$ cat src/rtl/psram_define_pkg.sv
// Shared definitions for the PSRAM QPI link: opcodes and the responder FSM state type.
package psram_define_pkg;

    localparam logic [7:0] PSRAM_CMD_QREAD  = 8'hEB;
    localparam logic [7:0] PSRAM_CMD_QWRITE = 8'h38;

    typedef enum logic [2:0] {
        S_IDLE,
        S_CMD,
        S_ADDR,
        S_DUMMY,
        S_RDATA,
        S_WDATA,
        S_IGNORE
    } psram_state_t;

endpackage

$ cat src/rtl/psram_pin_sync.sv
// Two-flop synchronizer for SCK, CE and IO as one bus so they stay aligned,
// plus single-cycle SCK rise/fall pulses derived from the synchronized clock.
module psram_pin_sync #(
    parameter int W = 4
) (
    input  logic         clk_i,
    input  logic         rst_n_i,
    input  logic         sck_i,
    input  logic         ce_i,
    input  logic [W-1:0] io_i,
    output logic         ce_s_o,
    output logic [W-1:0] io_s_o,
    output logic         rise_o,
    output logic         fall_o
);

    // CE resets to the deselected level so release from reset never looks like a select.
    localparam logic [W+1:0] RST_VAL = {1'b0, 1'b1, {W{1'b0}}};

    logic [W+1:0] r_meta;
    logic [W+1:0] r_sync;
    logic         r_sck_q;
    logic         w_sck_s;

    always_ff @(posedge clk_i or negedge rst_n_i) begin
        if (!rst_n_i) begin
            r_meta  <= RST_VAL;
            r_sync  <= RST_VAL;
            r_sck_q <= 1'b0;
        end else begin
            r_meta  <= {sck_i, ce_i, io_i};
            r_sync  <= r_meta;
            r_sck_q <= r_sync[W+1];
        end
    end

    assign w_sck_s = r_sync[W+1];
    assign ce_s_o  = r_sync[W];
    assign io_s_o  = r_sync[W-1:0];
    assign rise_o  = w_sck_s & ~r_sck_q;
    assign fall_o  = ~w_sck_s & r_sck_q;

endmodule

$ cat src/rtl/psram_qpi_slave.sv
// QPI PSRAM responder: decodes quad read (0xEB) / quad write (0x38) from oversampled
// SCK/CE/IO and serves them through a byte-wide memory port with 1-clk read latency.
module psram_qpi_slave #(
    parameter int ADDR_WIDTH = 24,
    parameter int DUMMY_CYC  = 6
) (
    input  logic                  clk_i,
    input  logic                  rst_n_i,
    input  logic                  psram_sck_i,
    input  logic                  psram_ce_i,
    input  logic [3:0]            psram_io_in_i,
    output logic [3:0]            psram_io_out_o,
    output logic [3:0]            psram_io_en_o,
    output logic                  mem_req_o,
    output logic                  mem_we_o,
    output logic [ADDR_WIDTH-1:0] mem_addr_o,
    output logic [7:0]            mem_wdata_o,
    input  logic [7:0]            mem_rdata_i,
    output logic                  cmd_err_o
);

    import psram_define_pkg::*;

    localparam int ADDR_NIB = (ADDR_WIDTH + 3) / 4;
    localparam int SHIFT_W  = ADDR_NIB * 4;
    localparam int CNT_MAX  = (DUMMY_CYC > ADDR_NIB) ? DUMMY_CYC : ADDR_NIB;
    localparam int CNT_W    = $clog2(CNT_MAX + 1);

    localparam logic [CNT_W-1:0] ADDR_LAST  = CNT_W'(ADDR_NIB - 1);
    localparam logic [CNT_W-1:0] DUMMY_LAST = CNT_W'(DUMMY_CYC - 1);

    logic                  w_ce_s;
    logic [3:0]            w_io_s;
    logic                  w_rise;
    logic                  w_fall;
    logic [SHIFT_W-1:0]    w_shift_nxt;
    logic [ADDR_WIDTH-1:0] w_addr_in;
    logic [7:0]            w_rd_byte;

    psram_state_t          r_state;
    logic [CNT_W-1:0]      r_cnt;
    logic [SHIFT_W-1:0]    r_shift;
    logic                  r_is_wr;
    logic [ADDR_WIDTH-1:0] r_addr;
    logic [3:0]            r_wnib;
    logic [7:0]            r_rd_buf;
    logic                  r_rd_pend;
    logic [7:0]            r_dshift;
    logic                  r_phase;
    logic [3:0]            r_io_out;
    logic [3:0]            r_io_en;
    logic                  r_mem_req;
    logic                  r_mem_we;
    logic [ADDR_WIDTH-1:0] r_mem_addr;
    logic [7:0]            r_mem_wdata;
    logic                  r_cmd_err;

    psram_pin_sync #(.W(4)) u_sync (
        .clk_i   (clk_i),
        .rst_n_i (rst_n_i),
        .sck_i   (psram_sck_i),
        .ce_i    (psram_ce_i),
        .io_i    (psram_io_in_i),
        .ce_s_o  (w_ce_s),
        .io_s_o  (w_io_s),
        .rise_o  (w_rise),
        .fall_o  (w_fall)
    );

    assign w_shift_nxt = {r_shift[SHIFT_W-5:0], w_io_s};
    assign w_addr_in   = w_shift_nxt[ADDR_WIDTH-1:0];
    // Forward the memory response when it arrives on the same clk as the fall that needs it.
    assign w_rd_byte   = r_rd_pend ? mem_rdata_i : r_rd_buf;

    always_ff @(posedge clk_i or negedge rst_n_i) begin
        if (!rst_n_i) begin
            r_state     <= S_IDLE;
            r_cnt       <= '0;
            r_shift     <= '0;
            r_is_wr     <= 1'b0;
            r_addr      <= '0;
            r_wnib      <= '0;
            r_rd_buf    <= '0;
            r_rd_pend   <= 1'b0;
            r_dshift    <= '0;
            r_phase     <= 1'b0;
            r_io_out    <= '0;
            r_io_en     <= '0;
            r_mem_req   <= 1'b0;
            r_mem_we    <= 1'b0;
            r_mem_addr  <= '0;
            r_mem_wdata <= '0;
            r_cmd_err   <= 1'b0;
        end else begin
            r_mem_req <= 1'b0;
            r_cmd_err <= 1'b0;
            r_rd_pend <= r_mem_req & ~r_mem_we;
            if (r_rd_pend && !w_ce_s) begin
                r_rd_buf <= mem_rdata_i;
            end

            if (w_ce_s && (r_state != S_IDLE)) begin
                r_state   <= S_IDLE;
                r_io_en   <= '0;
                r_io_out  <= '0;
                r_rd_pend <= 1'b0;
            end else begin
                case (r_state)
                    S_IDLE: begin
                        if (!w_ce_s) begin
                            r_state <= S_CMD;
                            r_cnt   <= '0;
                        end
                    end

                    S_CMD: begin
                        if (w_rise) begin
                            r_shift <= w_shift_nxt;
                            r_cnt   <= r_cnt + 1'b1;
                            if (r_cnt == CNT_W'(1)) begin
                                r_cnt <= '0;
                                case (w_shift_nxt[7:0])
                                    PSRAM_CMD_QREAD: begin
                                        r_is_wr <= 1'b0;
                                        r_state <= S_ADDR;
                                    end
                                    PSRAM_CMD_QWRITE: begin
                                        r_is_wr <= 1'b1;
                                        r_state <= S_ADDR;
                                    end
                                    default: begin
                                        r_cmd_err <= 1'b1;
                                        r_state   <= S_IGNORE;
                                    end
                                endcase
                            end
                        end
                    end

                    S_ADDR: begin
                        if (w_rise) begin
                            r_shift <= w_shift_nxt;
                            r_cnt   <= r_cnt + 1'b1;
                            if (r_cnt == ADDR_LAST) begin
                                r_cnt  <= '0;
                                r_addr <= w_addr_in;
                                if (r_is_wr) begin
                                    r_state <= S_WDATA;
                                end else begin
                                    r_mem_req  <= 1'b1;
                                    r_mem_we   <= 1'b0;
                                    r_mem_addr <= w_addr_in;
                                    r_phase    <= 1'b0;
                                    r_state    <= (DUMMY_CYC == 0) ? S_RDATA : S_DUMMY;
                                end
                            end
                        end
                    end

                    S_DUMMY: begin
                        if (w_rise) begin
                            if (r_cnt == DUMMY_LAST) begin
                                r_cnt   <= '0;
                                r_state <= S_RDATA;
                            end else begin
                                r_cnt <= r_cnt + 1'b1;
                            end
                        end
                    end

                    S_RDATA: begin
                        if (w_fall) begin
                            r_phase <= ~r_phase;
                            if (!r_phase) begin
                                // High nibble: consume the prefetched byte and fetch the next one.
                                r_dshift   <= w_rd_byte;
                                r_io_out   <= w_rd_byte[7:4];
                                r_io_en    <= 4'hF;
                                r_addr     <= r_addr + 1'b1;
                                r_mem_req  <= 1'b1;
                                r_mem_we   <= 1'b0;
                                r_mem_addr <= r_addr + 1'b1;
                            end else begin
                                r_io_out <= r_dshift[3:0];
                            end
                        end
                    end

                    S_WDATA: begin
                        if (w_rise) begin
                            if (r_cnt == '0) begin
                                r_wnib <= w_io_s;
                                r_cnt  <= CNT_W'(1);
                            end else begin
                                r_cnt       <= '0;
                                r_mem_req   <= 1'b1;
                                r_mem_we    <= 1'b1;
                                r_mem_addr  <= r_addr;
                                r_mem_wdata <= {r_wnib, w_io_s};
                                r_addr      <= r_addr + 1'b1;
                            end
                        end
                    end

                    S_IGNORE: begin
                    end

                    default: begin
                        r_state <= S_IDLE;
                    end
                endcase
            end
        end
    end

    assign psram_io_out_o = r_io_out;
    assign psram_io_en_o  = r_io_en;
    assign mem_req_o      = r_mem_req;
    assign mem_we_o       = r_mem_we;
    assign mem_addr_o     = r_mem_addr;
    assign mem_wdata_o    = r_mem_wdata;
    assign cmd_err_o      = r_cmd_err;

endmodule

$ cat config.mk
export PLATFORM = sky130hd
export DESIGN_NAME = psram_qpi_slave
export DESIGN_NICKNAME = d
export VERILOG_FILES = /design/src/rtl/psram_define_pkg.sv /design/src/rtl/psram_pin_sync.sv /design/src/rtl/psram_qpi_slave.sv
export SDC_FILE = /design/constraint.sdc
export NUM_CORES = 1
export LEC_CHECK = 0
export CAP_MARGIN = 20
export CORE_MARGIN = 2
export CORE_UTILIZATION = 30
export CTS_CLUSTER_SIZE = 28
export DETAILED_ROUTE_END_ITERATION = 16
export SYNTH_ARGS = -nofsm -noshare
export SYNTH_HDL_FRONTEND = slang
export SYNTH_SLANG_ARGS = --single-unit
$ cat constraint.sdc
create_clock -name clk_i -period 1.98 [get_ports clk_i]
set_input_delay 0.198 -clock clk_i [delete_from_list [all_inputs] [get_ports clk_i]]
set_output_delay 0.198 -clock clk_i [all_outputs]
set_load 0.02 [all_outputs]
## Word-level counts from Yosys, hierarchy flattened

Cells that the tools add are included.

- Reduce and logical (&&, ||, !) cells: 28
- Multipliers: 0
- Divide/modulo/power cells: 0
- $lt $le $gt $ge: 0
- Add/subtract/negate cells: 2
- Bitwise gates (word level): 9
- Eq/ne operators: 29
- Shifts and indexed selects: 0
- Muxes and demuxes: 67

Operators with widths:

| cell | number |
|---|---|
| 24-bit two-way mux | 11 |
| 24-bit one-hot mux with 3 select lines | 2 |
| 3-bit two-way mux | 16 |
| 4-bit two-way mux | 8 |
| 24-bit by 1-bit adder with 24-bit output (second input constant) | 1 |
| 1-bit two-way mux | 23 |
| 8-bit AND reduction | 2 |
| 3-bit one-hot mux with 5 select lines | 1 |
| 2-bit by 1-bit != test with 1-bit output (second input constant) | 7 |
| 3-bit equality test (second input constant) | 4 |
| 3-bit != test (second input constant) | 4 |
| 3-bit one-hot mux with 4 select lines | 1 |
| 4-bit AND reduction | 3 |
| 6-bit AND reduction | 2 |
| 2-bit != test (second input constant) | 5 |
| 3-bit by 2-bit != test with 1-bit output (second input constant) | 3 |
| 9-bit AND reduction | 1 |
| 8-bit by 6-bit equality test with 1-bit output (second input constant) | 1 |
| 8-bit equality test (second input constant) | 1 |
| 8-bit two-way mux | 1 |
| 2-bit nonzero test | 4 |
| 3-bit by 1-bit equality test with 1-bit output (second input constant) | 2 |
| 3-bit by 2-bit equality test with 1-bit output (second input constant) | 2 |
| 3-bit zero test | 2 |
| 14 further kinds | 28 |

- Bits in latches: 0
- Logic and storage cells: 155
- Memories kept: 0
- Bits in registers: 125
- Memory bits (read-only): 0
- Bits of input ports: 16
- Bits in writable memories: 0

## Depth between registers and ports, before layout

- Word-level depth: 7
- Mapped depth: 9
- Gate-level depth less buffers: 8

## Cells and area by module

Synthesis repeated with hierarchy kept, for this count alone.

- Cells, all modules: 614
- Area total of the unflattened synthesis: 6424.9 um^2

By module, submodules not included:

| module | instances | area each (um^2) | cells an instance |
|---|---|---|---|
| psram_qpi_slave | 1 | 6052.1 | 595 |
| psram_pin_sync | 1 | 372.9 | 19 |

## Worst setup path after synthesis

OpenSTA, ideal clock, no wires.

- Path type: reg-to-reg
- Start: reg r_addr[0]
- End: reg r_mem_addr[16] (netlist: mem_addr_o[16])
- Period minus slack after synthesis: 2135 ps
- Setup time: 125 ps
- Arrival: 2009 ps
- Cell stages (with the launch flop): 7
- Required time: 1855 ps
- Buffers on the path: 0
- Slack: -155 ps
- Cell sequence: dfrtp_1 > ha_1 > nand3_1 > nor4_4 > o311ai_0 > a41o_1 > mux2_4

- Cells in the longest elaborated chain, start to end: 4

Ends and longest elaborated chain:

| item | RTL line | text |
|---|---|---|
| start: declaration | psram_qpi_slave.sv:44 | `logic [ADDR_WIDTH-1:0] r_addr;` |
| start signal: assignment | psram_qpi_slave.sv:146 | `r_addr <= w_addr_in;` |
| start signal: assignment | psram_qpi_slave.sv:179 | `r_addr <= r_addr + 1'b1;` |
| start signal: assignment | psram_qpi_slave.sv:200 | `r_addr <= r_addr + 1'b1;` |
| 24-bit by 1-bit adder with 24-bit output | psram_qpi_slave.sv:182 | `r_mem_addr <= r_addr + 1'b1;` |
| 24-bit two-way mux | psram_qpi_slave.sv:174 | `if (!r_phase) begin` |
| 24-bit two-way mux | psram_qpi_slave.sv:172 | `if (w_fall) begin` |
| 24-bit one-hot mux with 3 select lines | psram_qpi_slave.sv:108 | `case (r_state)` |
| end signal: assignment | psram_qpi_slave.sv:152 | `r_mem_addr <= w_addr_in;` |
| end signal: assignment | psram_qpi_slave.sv:182 |  |
| end signal: assignment | psram_qpi_slave.sv:198 | `r_mem_addr <= r_addr;` |
| end: declaration | psram_qpi_slave.sv:54 | `logic [ADDR_WIDTH-1:0] r_mem_addr;` |

Every way passes these cells. The select of a mux whose other input is x is not followed.
A chain may end at the register's enable or synchronous reset.

## Final worst setup path

- Start: reg r_state[0]
- End: reg r_mem_addr[4] (netlist: mem_addr_o[4])

- Cells in the longest elaborated chain, start to end: 4

Ends and longest elaborated chain:

| item | RTL line | text |
|---|---|---|
| start: declaration | psram_qpi_slave.sv:40 | `psram_state_t r_state;` |
| start signal: assignment | psram_qpi_slave.sv:154 | `r_state <= (DUMMY_CYC == 0) ? S_RDATA : S_DUMMY;` |
| parallel branches: the longest is 4 deep, another holds 9-bit AND reduction | n/a |  |

Parallel ways; which one is timed is not known.

==> flow_summary_export.csv <==
group,metric,value,unit
status,status,"complete, but fails checks",
status,violations,"negative setup slack",
layout,antenna_cells,0,
hold_path,min_to,"u_sync.r_meta[4]",
detailed_routing,viasPerCell,5.20,
place,gp_congestion,0.866,
yosys,synth.distinct_cells,77,
timing,setup_violations,33,
global_route,grt_pass1_wl,27900,µm
critical_path,critPathArrivalTime,2.36,ns
clock_tree,cts.htree.levels,4,
critical_path,cp_slowest_stage_delay,0.44,ns
timing,worstMarginPinSlew,0.848,ns
layout,num-nets-final,767,
floorplanning,die_h,150,µm
floorplanning,die_x,150,µm
yosys,synthTopCellsByArea,"dfrtp_1 (47%), mux2_2 (7.8%), a21oi_1 (3.5%)",
detailed_routing,drc,0,
critical_path,cp_cell_sequence,"or3b_4 -> nor3_4 -> a31oi_2 -> or2_4 -> clkinv_8 -> clkbuf_16 -> mux2_1",
critical_path,rr_worst_depth,7,
floorplanning,core,0.0210,mm²
yosys,avgSynthCellArea,10.4,µm²
global_route,grt_start_max_net_pins,49,
layout,multi_input_area,0.00332,mm²
timing,fin_crit_sh,104,%
clock_tree,clkSinkCount,122,
critical_path,critPathLaunchType,"flop",
floorplanning,initial_core_util,30.5,%
yosys,ys_ff_latch,122,
yosys,synth_top_area_cell,"dfrtp_1",
yosys,synth.net_count,632,
layout,layout_common_cells,"dfrtp_1 (119), buf_4 (83), clkdlybuf4s50_1 (57)",
job,cap_violations,0,
critical_path,r2r_start,"r_state[0]",
place,portBuffers,58,
hold_path,worstHoldPathCells,1,
power_and_ir_drop,p_total,0.0135,W
yosys,synth-edff-count,0,
timing,period_needed,2.06,ns
timing,fin_ws,-0.0767,ns
timing,rsz0062_at_grt,"true",
power_and_ir_drop,peakVddDrop,0.779,mV
detailed_routing,drtIter0Drc,556,
layout,register_area,0.00306,mm²
yosys,netlist.area_leader.share,47.0,%
yosys,yosys_warnings,0,
yosys,ys_seq_area_share,47.9,%
yosys,postSynthCellCount,612,
detailed_routing,wl_per_cell,17.0,µm
critical_path,r2r-end,"mem_addr_o[4]",
power_and_ir_drop,p_leak,3.88,nW
timing,clock_skew,0.00849,ns
hold_path,hold_path_class,"in -> reg",
global_route,overflow,0,
global_route,grt_pass1_vias,5286,
clock_tree,clk_latency,0.43,ns
critical_path,path_max_fanout,5,
layout,drive_above_1_share,32.6,%
critical_path,reg2reg_slack,-0.08,ns
layout,layout_commonest_cell,"dfrtp_1",
floorplanning,ios,59,
critical_path,required,2.29,ns
detailed_routing,firstDrtPassIters,7,
clock_tree,cts_buffers,17,
power_and_ir_drop,p_per_area,1490,mW/mm²
clock_tree,cts_root_buf,"clkbuf_16",
global_route,antenna_found_initial,0,
critical_path,critPathKind,"reg -> reg",
timing,fmax,486,MHz
place,hpwl,11400,µm
layout,fin_util,43.2,%
floorplanning,dieArea,0.0225,mm²
critical_path,cpMaxStageDelayCell,"dfrtp_2",
hold_path,hp-start,"psram_ce_i",
clock_tree,tritoncts,"done",
floorplanning,rows,53,
detailed_routing,routed_wl,17600,µm
yosys,synth_top_flop_cell,"dfrtp_1",
clock_tree,max-clock-path-buffers,2,
detailed_routing,num_vias,5386,
timing,relSlewSlack,43.4,%
timing,maxSlewViolCount,0,
yosys,syn_area,0.00638,mm²
timing,hold_violations,0,
layout,n_fill_cell,1994,
yosys,async_flop_share,100,%
layout,area_delta_synth_final,41.8,%
clock_tree,clk_pin_slew,0.06,ns
global_route,track_usage,15.8,%
critical_path,endpoint_kind,"flop",
detailed_routing,drt.antenna.violating_nets,0,
==> metal layers <==
layer  track usage, %  wire (µm)  up-vias
li1                 -          -     2513
met1             22.1       8110     2671
met2             24.5       8260      177
met3             3.54        993       25
met4             4.34        223        0
met5                0          0        -
==> how the worst max path moves through the flow <==
stage | start | to | cells after the start
2_1_floorplan | r_state[1] | mem_addr_o[11] | 8
3_3_place_gp | r_cnt[1] | mem_addr_o[2] | 9
3_5_place_dp | r_state[0] | mem_addr_o[0] | 7
4_1_cts | r_state[0] | mem_addr_o[0] | 7
5_1_grt | r_state[0] | mem_addr_o[4] | 7
6_report | r_state[0] | mem_addr_o[4] | 7
==> registers in the layout (all words and copies together), names as in the netlist, 3 cells and up <==
| name | count |
|---|---|
| r_dshift | 4 |
| r_cnt | 3 |
| r_wnib | 4 |
| psram_io_out_o | 4 |
| u_sync.r_sync | 6 |
| mem_wdata_o | 8 |
| r_rd_buf | 8 |
| r_addr | 24 |
| r_shift | 20 |
| u_sync.r_meta | 6 |
| r_state | 3 |
| mem_addr_o | 24 |
==> metrics by stage <==
step,cell area [µm²],hold slack [ns],TNS (ns),setup WS [ns],instances
after floorplan,6400,-0.0976,-1.73,-0.0990,612
after global placement,7890,0.202,-0.689,-0.0476,984
after detailed placement,7890,0.203,-2.02,-0.0890,984
after CTS,8710,0.170,-0.738,-0.0505,1024
after global routing,9050,0.191,-4.69,-0.142,1035
final,9050,0.179,-1.50,-0.0767,1035
==> cells by family (layout without fill, tap and decap cells) <==
kind of cell | after synthesis | after routing | share of synthesized area [%]
buffers and inverters | 59 | 207 | 4.29
DFF | 122 | 122 | 47.9
AOI/OAI and AO/OA | 154 | 154 | 16.2
xor gates and xnor gates | 13 | 13 | 1.78
muxes | 77 | 77 | 13.4
adders and majority gates | 4 | 4 | 0.784
and+or+nand+nor | 183 | 183 | 15.7
==> timing repair <==
item                                    CTS  global route
hold buffers                              1             0
endpoints found under the setup margin   44            63
pin swaps                                 1             6
endpoints found under the hold margin    33             0
buffers inserted                          6             7
cloned                                    1             4
gates resized for setup                  26            49
==> worst max-delay path: cells and delay by family, from the launching register on <==
family / cells / cell delay [ns]
simple gates: 3 / 0.90
flops: 1 / 0.44
mux: 1 / 0.31
buf+inv: 2 / 0.23
compound gates: 1 / 0.06
==> Yosys cell counts, types with 5 or more instances <==
cell type,n
mux2_1,17
nand3b_1,5
nand2b_1,8
o21ai_0,31
inv_1,9
nand2_1,42
nor4_1,8
a31oi_1,7
a22oi_1,5
nor3_1,10
xnor2_1,11
a21oi_1,44
nor2_1,49
o22ai_1,7
nor2b_1,6
o22a_1,8
nand3_1,17
o311ai_0,5
dfrtp_1,120
a2bb2oi_1,5
buf_2,16
a21o_1,7
mux2i_1,15
clkbuf_1,26
mux2_2,44
==> power by group <==
| part | switching [W] | total, W | internal, W | leakage, nW |
|---|---|---|---|---|
| Combinational | 0.00300 | 0.00599 | 0.00299 | 1.99 |
| Sequential | 0.000730 | 0.00398 | 0.00325 | 1.57 |
| Clock | 0.00121 | 0.00349 | 0.00227 | 0.320 |
| Total | 0.00495 | 0.0135 | 0.00851 | 3.88 |
==> final cells by class <==
type / instances / share of cell area [%]
multi-input combinational: 431 / 36.7
sequential: 122 / 33.8
timing repair buffer: 165 / 17.9
clock buffer: 18 / 4.85
tap: 275 / 3.80
clock inverter: 14 / 2.43
inverter: 10 / 0.553
(Power assumes the default switching activity.)
